<file path="src/rtl/multicycle_control_fsm.sv">
// Multi-cycle MIPS control sequencer: steps each instruction through its states,
// drives datapath selects and strobes, traps on illegal opcodes or memory timeouts.
//
//  state     | meaning
//  ----------+-----------------------------------------------
//  FETCH     | read instruction at PC, PC+4; waits mem_ready
//  DECODE    | latch opcode, branch target into ALUOut
//  MEM_ADDR  | A + sign-ext imm (load/store address)
//  MEM_READ  | load data read; waits mem_ready
//  MEM_WB    | MDR -> rt
//  MEM_WRITE | store data write; waits mem_ready
//  R_EXEC    | A funct B
//  R_WB      | ALUOut -> rd
//  I_EXEC    | A op imm
//  I_WB      | ALUOut -> rt
//  BRANCH    | compare A-B, conditional PC load from ALUOut
//  JUMP      | PC <- jump target
//  TRAP      | parked, all strobes low until reset
module multicycle_control_fsm #(
  parameter int MEM_TIMEOUT = 15,
  parameter int CNT_W       = 32
) (
  input  logic             clk,
  input  logic             reset,
  input  logic [5:0]       opcode,
  input  logic             mem_ready,
  output logic             pc_write,
  output logic             pc_write_cond,
  output logic             i_or_d,
  output logic             mem_read,
  output logic             mem_write,
  output logic             ir_write,
  output logic             mem_to_reg,
  output logic             reg_dst,
  output logic             reg_write,
  output logic             alu_src_a,
  output logic [1:0]       alu_src_b,
  output logic [2:0]       alu_op,
  output logic [1:0]       pc_source,
  output logic             trap,
  output logic [1:0]       trap_cause,
  output logic [CNT_W-1:0] retired
);

  typedef enum logic [3:0] {
    S_FETCH, S_DECODE, S_MEM_ADDR, S_MEM_READ, S_MEM_WB, S_MEM_WRITE,
    S_R_EXEC, S_R_WB, S_I_EXEC, S_I_WB, S_BRANCH, S_JUMP, S_TRAP
  } state_t;

  localparam logic [5:0] OP_R    = 6'b000000;
  localparam logic [5:0] OP_LW   = 6'b100011;
  localparam logic [5:0] OP_SW   = 6'b101011;
  localparam logic [5:0] OP_ADDI = 6'b001000;
  localparam logic [5:0] OP_ANDI = 6'b001100;
  localparam logic [5:0] OP_ORI  = 6'b001101;
  localparam logic [5:0] OP_SLTI = 6'b001010;
  localparam logic [5:0] OP_BEQ  = 6'b000100;
  localparam logic [5:0] OP_J    = 6'b000010;

  localparam logic [7:0] WAIT_LAST = 8'(MEM_TIMEOUT - 1);

  state_t     state, state_next;
  logic [5:0] op_q;
  logic [7:0] wait_cnt;
  logic       trap_q;
  logic [1:0] cause_q, cause_next;
  logic       waiting, timeout_hit, retire_evt;

  assign waiting     = (state == S_FETCH) || (state == S_MEM_READ) || (state == S_MEM_WRITE);
  // mem_ready on the last allowed cycle still completes the access
  assign timeout_hit = waiting && !mem_ready && (wait_cnt == WAIT_LAST);
  assign retire_evt  = (state == S_MEM_WB) || (state == S_R_WB) || (state == S_I_WB) ||
                       (state == S_BRANCH) || (state == S_JUMP) ||
                       ((state == S_MEM_WRITE) && mem_ready);

  always_comb begin
    state_next = state;
    cause_next = 2'b00;
    case (state)
      S_FETCH: begin
        if (mem_ready)        state_next = S_DECODE;
        else if (timeout_hit) begin state_next = S_TRAP; cause_next = 2'b10; end
      end
      S_DECODE: begin
        case (opcode)
          OP_R:                               state_next = S_R_EXEC;
          OP_LW, OP_SW:                       state_next = S_MEM_ADDR;
          OP_ADDI, OP_ANDI, OP_ORI, OP_SLTI:  state_next = S_I_EXEC;
          OP_BEQ:                             state_next = S_BRANCH;
          OP_J:                               state_next = S_JUMP;
          default: begin state_next = S_TRAP; cause_next = 2'b01; end
        endcase
      end
      S_MEM_ADDR:  state_next = (op_q == OP_SW) ? S_MEM_WRITE : S_MEM_READ;
      S_MEM_READ: begin
        if (mem_ready)        state_next = S_MEM_WB;
        else if (timeout_hit) begin state_next = S_TRAP; cause_next = 2'b10; end
      end
      S_MEM_WRITE: begin
        if (mem_ready)        state_next = S_FETCH;
        else if (timeout_hit) begin state_next = S_TRAP; cause_next = 2'b10; end
      end
      S_MEM_WB, S_R_WB, S_I_WB, S_BRANCH, S_JUMP: state_next = S_FETCH;
      S_R_EXEC:    state_next = S_R_WB;
      S_I_EXEC:    state_next = S_I_WB;
      S_TRAP:      state_next = S_TRAP;
      default:     state_next = S_TRAP;
    endcase
  end

  always_comb begin
    pc_write      = 1'b0;
    pc_write_cond = 1'b0;
    i_or_d        = 1'b0;
    mem_read      = 1'b0;
    mem_write     = 1'b0;
    ir_write      = 1'b0;
    mem_to_reg    = 1'b0;
    reg_dst       = 1'b0;
    reg_write     = 1'b0;
    alu_src_a     = 1'b0;
    alu_src_b     = 2'b00;
    alu_op        = 3'b000;
    pc_source     = 2'b00;
    case (state)
      S_FETCH: begin
        mem_read  = 1'b1;
        alu_src_b = 2'b01;
        ir_write  = mem_ready;
        pc_write  = mem_ready;
      end
      S_DECODE:   alu_src_b = 2'b11;
      S_MEM_ADDR: begin alu_src_a = 1'b1; alu_src_b = 2'b10; end
      S_MEM_READ: begin mem_read = 1'b1; i_or_d = 1'b1; end
      S_MEM_WB:   begin reg_write = 1'b1; mem_to_reg = 1'b1; end
      S_MEM_WRITE: begin mem_write = 1'b1; i_or_d = 1'b1; end
      S_R_EXEC:   begin alu_src_a = 1'b1; alu_op = 3'b010; end
      S_R_WB:     begin reg_write = 1'b1; reg_dst = 1'b1; end
      S_I_EXEC: begin
        alu_src_a = 1'b1;
        alu_src_b = 2'b10;
        case (op_q)
          OP_ANDI: alu_op = 3'b011;
          OP_ORI:  alu_op = 3'b100;
          OP_SLTI: alu_op = 3'b101;
          default: alu_op = 3'b000;
        endcase
      end
      S_I_WB:     reg_write = 1'b1;
      S_BRANCH: begin
        alu_src_a     = 1'b1;
        alu_op        = 3'b001;
        pc_write_cond = 1'b1;
        pc_source     = 2'b01;
      end
      S_JUMP:     begin pc_write = 1'b1; pc_source = 2'b10; end
      default: ;
    endcase
    if (reset) begin
      pc_write      = 1'b0;
      pc_write_cond = 1'b0;
      mem_read      = 1'b0;
      mem_write     = 1'b0;
      ir_write      = 1'b0;
      reg_write     = 1'b0;
    end
  end

  always_ff @(posedge clk) begin
    if (reset) begin
      state    <= S_FETCH;
      op_q     <= 6'b000000;
      wait_cnt <= 8'd0;
      trap_q   <= 1'b0;
      cause_q  <= 2'b00;
      retired  <= '0;
    end else begin
      state <= state_next;
      if (state == S_DECODE) op_q <= opcode;
      if (state_next != state)          wait_cnt <= 8'd0;
      else if (waiting && !mem_ready)   wait_cnt <= wait_cnt + 8'd1;
      if ((state_next == S_TRAP) && (state != S_TRAP)) begin
        trap_q  <= 1'b1;
        cause_q <= cause_next;
      end
      if (retire_evt) retired <= retired + CNT_W'(1);
    end
  end

  assign trap       = trap_q;
  assign trap_cause = cause_q;

endmodule

</file>
<file path="config.mk">
export PLATFORM = sky130hd
export DESIGN_NAME = multicycle_control_fsm
export DESIGN_NICKNAME = d
export VERILOG_FILES = /design/src/rtl/multicycle_control_fsm.sv
export SDC_FILE = /design/constraint.sdc
export NUM_CORES = 1
export LEC_CHECK = 0
export BUFFER_PORTS_ARGS = -buffer_cell sky130_fd_sc_hd__buf_2
export CAP_MARGIN = 10
export CELL_PAD_IN_SITES_DETAIL_PLACEMENT = 1
export CELL_PAD_IN_SITES_GLOBAL_PLACEMENT = 1
export CORE_MARGIN = 3
export CORE_UTILIZATION = 30
export DETAILED_ROUTE_END_ITERATION = 10
export MAX_ROUTING_LAYER = met4
export PLACE_DENSITY = 0.63
export SKIP_LAST_GASP = 1
export SLEW_MARGIN = 30
export SYNTH_ARGS = -nofsm -noshare
export SYNTH_HDL_FRONTEND = slang
export SYNTH_SLANG_ARGS = --single-unit
export TNS_END_PERCENT = 1
</file>
<file path="constraint.sdc">
create_clock -name clk -period 2.4 [get_ports clk]
set_clock_uncertainty 0.05 [all_clocks]
set_input_delay 0.24 -clock clk [delete_from_list [all_inputs] [get_ports clk]]
set_output_delay 0.24 -clock clk [all_outputs]
set_load 0.02 [all_outputs]
</file>
# Word level (Yosys, flattened, before mapping)
# Index checks and enable logic that the tools add are counted.
# totals
register_bits	53
out_inout_bits	52
word_cells	91
in_bits	9
# classes
muxes	31
reduce_logical	25
n_eq_ne	27
add_sub_neg	2
# ops
op	count
== test 6 x 4 -> 1 bit (second input constant)	7
adder 32 x 1 -> 32 bit (second input constant)	1
one-hot mux 4 bit (8 select lines)	1
== test 4 bit (second input constant)	5
one-hot mux 4 bit (5 select lines)	1
== test 6 bit (second input constant)	3
one-hot mux 3 bit (3 select lines)	2
== test 4 x 3 -> 1 bit (second input constant)	4
2-to-1 mux 1 bit	16
2-to-1 mux 4 bit	4
OR reduction 2 bit	5
OR reduction 9 bit	1
adder 8 x 1 -> 8 bit (second input constant)	1
== test 4 x 2 -> 1 bit (second input constant)	2
== test 8 x 4 -> 1 bit (second input constant)	1
one-hot mux 2 bit (2 select lines)	2
OR reduction 4 bit	2
logical OR 1 bit	7
== test 6 x 2 -> 1 bit (second input constant)	1
== test 6 x 3 -> 1 bit (second input constant)	1
logical NOT 6 bit	1
one-hot mux 2 bit (3 select lines)	1
OR reduction 3 bit	2
OR reduction 5 bit	1
9 further kinds	13

# Logic depth before layout (Yosys ltp)
# Gate-level depths: netlist of run 1.
# logic_depth
ltp_word	10
mapped_depth	8

# Least setup slack after synthesis of run 1
# No wires, ideal clock.
# synth_timing
kind	register -> output
startpoint	register state[3]
endpoint	output alu_op[0]
arrival_time_ps	2032
stages_incl_launch_ff	6
path_buffers	2
required_ps	2110
slack_ps	78
cell_sequence	dfxtp_1 buf_2 buf_2 nand2b_1 or4_1 o32ai_1
# synth_between
elab_chain_len	2
elab_cells_between_ends	4
cone_classes	3 x eq/ne; 1 x mux
# synth_rtl
item	line	source
from (decl)	62	state_t state, state_next;
from (signal assigned)	178	state <= state_next;
== test 4 bit or == test 4 x 3 -> 1 bit (tied branches)	125	case (state)
one-hot mux 3 bit (3 select lines) *	125	
to (decl)	38	output logic [2:0] alu_op,
# Mark *: on every way between the ends. The rest lies on a longest branch, timed or not.

# Worst setup path after layout of run 1
# layout_timing
startpoint	register state[0]
endpoint	output alu_op[0]
# The elaborated chain is that of the path after synthesis.

==> out/summary.log, run 1 <==
qor: placed_design.gpl.final_weighted_congestion 0.792
qor: worst_setup_path.start_kind register
qor: pwr.leakagePower 1.41 nW
qor: worst_setup_path.crit_type register to output port
qor: worst_setup_path.rr_worst_depth 7
qor: sta.setup_repair_after_global_routing_missed_its_margin yes
qor: worst_setup_path.worst_setup_path_endpoint alu_op[0]
qor: synth.synth_largest_area_cell dfxtp_1
qor: detailed_routing.drt_pass1_iterations 4
qor: sta.hold_viol_final 0
qor: layout.area_delta_synth_final 20.5%
qor: worst_setup_path.critical_path.startpoint state[0]
qor: clock_tree.cts-htree-levels 2
qor: worst_setup_path.cp_slowest_cell or4_4
qor: worst_setup_path.data_arrival_time_of_the_critical_path 2.00 ns
qor: synth.post_synth.cell_area_avg 8.45 sq um
qor: layout.nets 430
qor: pwr.net-switching-power 0.000683 W
qor: clock_tree.cts_setup_buffers 0
qor: synth.synth_largest_type_area_fraction 35.9%
qor: pwr.pwr-share-clk 24.4%
qor: sta.tightestPinTransition 0.456 ns
qor: sta.maxClockFrequency 437 MHz
qor: synth.netlist_area_pre_place 2960 sq um
qor: worst_setup_path.critical_path_required_time 2.11 ns
qor: layout.design_area 3570 sq um
qor: worst_setup_path.rr_startpoint state[1]
qor: global_route.grt_pass1_vias 2866
qor: layout.diodes 0
qor: detailed_routing.routed-via-count 2773
qor: synth.synth_ff_type dfxtp_1
qor: synth.synthesis.yosys.warnings 0
qor: synth.synth_cell_type_count 54
qor: clock_tree.clk_pin_slew 0.09 ns
qor: layout.mostFrequentLayoutCells 60 x buf_2, 51 x dfxtp_1, 47 x nor2_1, 32 x nand2_1, 25 x xor2_1
qor: sta.fin_worst_hold_slack 0.168 ns
qor: floorplanning.die_width 105 um
qor: global_route.grt_antenna_before_repair 0
qor: clock_tree.cts_root_buffer clkbuf_8
qor: floorplanning.num_rows 35
qor: synth.synth_cells 350
qor: detailed_routing.drt.antenna.violating_nets 0
qor: synth.synth_seq_cells 53
qor: worst_setup_path.cp_top_family simple AND/OR/NAND/NOR gates
qor: sta.final-max-slew-violation-count 0
qor: detailed_routing.detail_route.iter0.violations 61
qor: global_route.maximum_number_of_pins_on_one_net_before_global_route_repair 41
qor: sta.timing.max_slew.rel_slack 69.6%
qor: pwr.p_comb_share 28.6%
qor: pwr.p_int 0.00135 W
qor: worst_setup_path.worstSetupPathDepth 4
qor: outcome.run_status complete, no violations
qor: placed_design.placed_area 3470 sq um
qor: pwr.pwr_density_cell 570 nW/um^2
qor: floorplanning.die_y 105 um
qor: clock_tree.cts-buffers-inserted 5
qor: synth.ys_top_cells_by_area dfxtp_1 36%, xor2_1 7.4%, nor2_1 6.0%, nand2_1 4.1%, a21oi_1 3.7%
qor: synth.synth-edff-count 0
qor: synth.mappedNetlistNets 362
qor: floorplanning.initial_utilization 31.4%
qor: clock_tree.holdBufCountCts 0
qor: clock_tree.clockBufferDepth 2
qor: pwr.p_sw_share 33.6%
qor: worst_setup_path.crit-reg2reg-capture wait_cnt[1]
qor: floorplanning.die_area 11100 sq um
qor: flow_run.max-cap-violations 0
qor: worst_setup_path.critical_path_buf_inv_count 1
qor: worst_setup_path.critical_path.endpoint_type output port
qor: pwr.pwr-share-seq 46.9%
qor: floorplanning.design.portCount 61
qor: layout.final_common_cell buf_2
qor: clock_tree.cts_tree yes
qor: synth.synth.yosys.seq_area_share 35.9%
qor: detailed_routing.detail_route.wirelength 8160 um
qor: global_route.global_route.usage.total 15.7%
qor: sta.fin_crit 2.29 ns
qor: clock_tree.clock-sinks 53
qor: worst_setup_path.worst_path_largest_cell_delay 0.54 ns
qor: worst_setup_path.r2r_slack 0.16 ns
qor: placed_design.detailedPlacementHpwl 6230 um
qor: min_path.hp-class input port to register
qor: floorplanning.core_area 9420 sq um
qor: layout.final_layout_size_suffix_gt1_share 25.8%
qor: sta.min_period_over_period 95.3%
qor: pwr.maximum_vdd_drop 0.243 mV
qor: clock_tree.insertion_delay 0.30 ns
qor: min_path.worstHoldPathCells 3
qor: detailed_routing.post-route-drc-count 0
qor: detailed_routing.wl_per_cell 14.9 um
qor: worst_setup_path.crit_path_max_fanout 11
qor: sta.setup-violations-final 0
qor: placed_design.number_of_input_and_output_port_buffers_inserted 60
qor: global_route.global_route_wire_length_before_repair 14300 um
qor: detailed_routing.vias_per_cell 5.07
qor: worst_setup_path.crit_path_cell_trace or2_4, or4_4, o32ai_1, buf_2
qor: global_route.grt-ovfl-total 0
qor: synth.synthArstFlopShare 0%
-- worst min-delay path, delay by kind of cell --
kind	cells	cell delay, ns
buffers and inverters	1	0.13
AOI/OAI and AO/OA	1	0.05
and+or+nand+nor	1	0.06
-- sequential cells by signal, indices dropped and copies added (netlist names) --
name and count:
retired 32, wait_cnt 8, op_q 6, state 4
trap_cause 2, trap 1
-- what timing repair did --
action / CTS / global route
hold endpoints to repair: 0 / 0
endpoints found under the setup margin: 2 / 10
gates resized for setup: 3 / 2
-- through the flow --
stage | setup slack (ns) | std cells | setup TNS, ns | utilization, % | total power (W)
2_1_floorplan | 0.0776 | 350 | 0 | - | 0.00138
3_3_place_gp | 0.155 | 540 | 0 | 36.8 | 0.00155
3_5_place_dp | 0.111 | 540 | 0 | 36.8 | 0.00156
4_1_cts | 0.00541 | 547 | 0 | 37.8 | 0.00207
5_1_grt | -0.00778 | 547 | -0.00778 | 37.9 | 0.00217
6_report | 0.113 | 547 | 0 | 37.9 | 0.00203
-- cell usage after synthesis, types with 2 or more instances --
master / count
and2_1: 4
o32ai_1: 2
ha_1: 3
nor2b_1: 4
o31a_1: 3
nor4_1: 5
or3b_2: 2
or3_1: 3
buf_2: 4
nand3_1: 13
clkbuf_1: 9
nor2_1: 47
nand2b_1: 8
nor4b_4: 2
buf_4: 3
xor2_1: 25
a21oi_1: 22
xnor2_1: 12
nand4b_1: 2
o21ai_0: 8
and4_1: 6
o31ai_1: 3
a2111oi_2: 2
or4_1: 4
nand4_1: 11
or4_4: 2
a21o_1: 2
nor3_1: 15
a211o_1: 2
dfxtp_1: 53
nand2_1: 32
and3_1: 10
inv_1: 6
-- worst min path at each step --
stage,startpoint,end
after CTS,opcode[5],op_q[5]
after global routing,opcode[5],op_q[5]
final,opcode[5],op_q[5]
after floorplan,opcode[4],op_q[4]
after global placement,op_q[4],op_q[4]
after detailed placement,op_q[4],op_q[4]
-- metal layers --
layer  vias to the layer above  global-route usage, %  share of wire, %
met4                         0                   2.25              0.63
met2                        34                   25.8                48
met3                         4                   2.39               2.7
met1                      1350                   20.8                49
li1                       1385                      -                 -
met5                         -                      -                 0
-- power groups by stage --
stage | registers, W | clock network (W) | logic [W]
after floorplan | 0.000968 | 0 | 0.000412
after global routing | 0.000962 | 0.000558 | 0.000651
final | 0.000954 | 0.000497 | 0.000582
after detailed placement | 0.000973 | 0 | 0.000585
after global placement | 0.000972 | 0 | 0.000578
after CTS | 0.000954 | 0.000524 | 0.000589
-- cells by family (layout without fill, tap and decap cells) --
group           after synthesis  count (layout)  synth area share [%]
mux                           2               2                 0.719
flops                        53              53                  35.9
fa+ha+maj                     3               3                  1.27
xor+xnor                     37              37                  11.0
compound gates               57              57                  15.2
buf+inv                      23              91                  3.72
simple gates                175             175                  32.3
-- final cells by class --
cell class              instances  area [sq um]
flip-flops and latches         53          1060
multi-input cells             274          1800
clock buffers                   6          72.6
fillers                      1160          5850
well taps                     129           161
clock inverters                 1          8.76
inverters                       6          22.5
repair buffers                 78           435
Note: power is estimated with default switching activity, not from simulation.
==> run 2: changes to the inputs <==
- CORE_UTILIZATION: 30 -> 41
- MAX_ROUTING_LAYER: met4 -> default
- PLACE_DENSITY: 0.63 -> 0.81
==> run 2 against run 1 <==
Effect of this change: the run now ends with negative setup slack left; maximum frequency fell by 6.7%; global-route usage rose by 4.2 points; final area rose by 0.60%; register-to-register slack got worse by 0.16 ns; die area fell by 25%; via count rose by 1.6%; cell count fell by 5.5%; first-iteration DRC count rose by 89%.
==> out/summary.log, run 2 (synthesized netlist as in run 1, its figures left out) <==
qor: sta.final.setup.worst_slack -0.0524 ns
qor: pwr.pwr-share-clk 25.7%
qor: clock_tree.clk_pin_slew 0.11 ns
qor: min_path.hp-class input port to register
qor: pwr.net-switching-power 0.000737 W
qor: floorplanning.num_rows 30
qor: detailed_routing.post-route-drc-count 0
qor: clock_tree.cts_root_buffer clkbuf_8
qor: pwr.pwr_density_cell 589 nW/um^2
qor: pwr.p_int 0.00137 W
qor: pwr.maximum_vdd_drop 0.271 mV
qor: worst_setup_path.data_arrival_time_of_the_critical_path 2.16 ns
qor: detailed_routing.wl_per_cell 15.5 um
qor: placed_design.gpl.final_weighted_congestion 0.894
qor: worst_setup_path.critical_path.endpoint_type output port
qor: pwr.p_sw_share 34.9%
qor: layout.fill_cells 868
qor: sta.final-max-slew-violation-count 0
qor: sta.fin_crit 2.45 ns
qor: outcome.failed_checks negative setup slack
qor: floorplanning.die_width 91.0 um
qor: sta.timing.max_slew.rel_slack 54.6%
qor: clock_tree.holdBufCountCts 0
qor: clock_tree.insertion_delay 0.31 ns
qor: floorplanning.core_area 6910 sq um
qor: pwr.leakagePower 1.42 nW
qor: placed_design.number_of_input_and_output_port_buffers_inserted 60
qor: clock_tree.cts_tree yes
qor: global_route.grt-ovfl-total 0
qor: layout.largest_register_ff_count 32
qor: sta.tightestPinTransition 0.678 ns
qor: worst_setup_path.cp_top_family simple AND/OR/NAND/NOR gates
qor: global_route.maximum_number_of_pins_on_one_net_before_global_route_repair 32
qor: global_route.global_route.usage.total 19.9%
qor: worst_setup_path.r2r_slack 0 ns
qor: detailed_routing.drt.antenna.violating_nets 0
qor: layout.layout_top_registers retired x32, wait_cnt x8, op_q x6
qor: layout.final_common_cell buf_2
qor: global_route.global_route_wire_length_before_repair 13700 um
qor: floorplanning.die_area 8270 sq um
qor: worst_setup_path.critical_path_required_time 2.11 ns
qor: flow_run.max-cap-violations 0
qor: clock_tree.cts-buffers-inserted 5
qor: worst_setup_path.worst_path_largest_cell_delay 0.54 ns
qor: detailed_routing.routed-via-count 2817
qor: global_route.grt_pass1_vias 2863
qor: detailed_routing.vias_per_cell 5.45
qor: worst_setup_path.cp_slowest_cell or4_4
qor: clock_tree.clock-sinks 53
qor: layout.final_layout_size_suffix_gt1_share 26.1%
qor: outcome.run_status finished, violations left
qor: pwr.p_comb_share 29.7%
qor: sta.maxClockFrequency 408 MHz
qor: global_route.grt_antenna_before_repair 0
qor: worst_setup_path.crit_path_max_fanout 18
qor: sta.setup_repair_after_global_routing_missed_its_margin yes
qor: worst_setup_path.start_kind register
qor: detailed_routing.drt_pass1_iterations 4
qor: worst_setup_path.critical_path_buf_inv_count 2
qor: pwr.totalPowerFinal 0.00211 W
qor: sta.min_period_over_period 102%
qor: pwr.pwr-share-seq 44.6%
qor: worst_setup_path.crit_type register to output port
qor: detailed_routing.detail_route.iter0.violations 115
qor: floorplanning.die_y 91.0 um
qor: clock_tree.clockBufferDepth 2
qor: sta.setup-violations-final 2
qor: layout.registers.top_by_ff_count retired
qor: sta.hold_viol_final 0
qor: layout.nets 432
qor: worst_setup_path.crit_path_cell_trace buf_4, or2_4, or4_4, o32ai_1, buf_2
qor: floorplanning.initial_utilization 42.8%
qor: clock_tree.cts-htree-levels 2
qor: layout.mostFrequentLayoutCells 60 x buf_2, 53 x dfxtp_1, 47 x nor2_1, 32 x nand2_1, 25 x xor2_1
qor: sta.fin_worst_hold_slack 0.146 ns
qor: floorplanning.design.portCount 61
qor: detailed_routing.detail_route.wirelength 8010 um
qor: layout.area_delta_synth_final 21.2%
qor: layout.diodes 0
qor: placed_design.detailedPlacementHpwl 6050 um
[run 2: path summary, 6_finish.rpt]
| kind | startpoint | to | cells after the start |
|---|---|---|---|
| worst max register to register | state[1] | retired[26] | 6 |
| worst min-delay path | opcode[3] | op_q[3] | 3 |
| worst max-delay path | state[1] | alu_op[1] | 5 |
| worst min register to register | op_q[4] | op_q[4] | 2 |
[run 2: through the flow]
| stage | worst slack (ns) | utilization, % | instances | instance area, sq um | setup TNS (ns) |
|---|---|---|---|---|---|
| 2_1_floorplan | 0.0776 | - | 350 | 2960 | 0 |
| 3_3_place_gp | -0.158 | 49.8 | 509 | 3440 | -0.603 |
| 3_5_place_dp | -0.294 | 49.8 | 509 | 3440 | -1.52 |
| 4_1_cts | -0.185 | 51.3 | 517 | 3550 | -1.26 |
| 5_1_grt | -0.135 | 51.9 | 517 | 3590 | -0.590 |
| 6_report | -0.0524 | 51.9 | 517 | 3590 | -0.0867 |
[run 2: repair_timing]
item	4_1_cts	5_1_grt
setup endpoints to repair	14	15
setup buffers	0	0
cloned	0	0
pin swaps	0	1
gates resized for setup	1	7
endpoints found under the hold margin	0	0
[run 2: final cells by class]
| cell class | instances | area, sq um | area share [%] |
|---|---|---|---|
| clock buffer | 5 | 68.8 | 1.92 |
| multi-input combinational | 274 | 1830 | 51.0 |
| timing repair buffer | 80 | 458 | 12.8 |
| sequential | 53 | 1060 | 29.6 |
| inverter | 6 | 22.5 | 0.628 |
| clock inverter | 3 | 26.3 | 0.732 |
| tap | 96 | 120 | 3.35 |
[run 2: power groups by stage]
stage | clock [W] | combinational [W] | sequential [W]
final | 0.000542 | 0.000628 | 0.000941
after CTS | 0.000556 | 0.000610 | 0.000940
after floorplan | 0 | 0.000412 | 0.000968
after global placement | 0 | 0.000589 | 0.000956
after global routing | 0.000593 | 0.000687 | 0.000947
after detailed placement | 0 | 0.000604 | 0.000960
[run 2: worst reg2reg max path, delay by kind of cell, from the launching register on]
kind / cells / cell delay [ns]
AND/OR/NAND/NOR: 4 / 1.61
AO/OA/AOI/OAI: 2 / 0.27
flip-flops: 1 / 0.41
[run 2: metal layers]
| layer | routed length, um | track usage (%) | share of wire (%) |
|---|---|---|---|
| met1 | 3840 | 25.9 | 48 |
| met2 | 3830 | 33.8 | 48 |
| met3 | 194 | 3.15 | 2.4 |
| met5 | 0 | 0 | 0 |
| met4 | 133 | 5.90 | 1.7 |
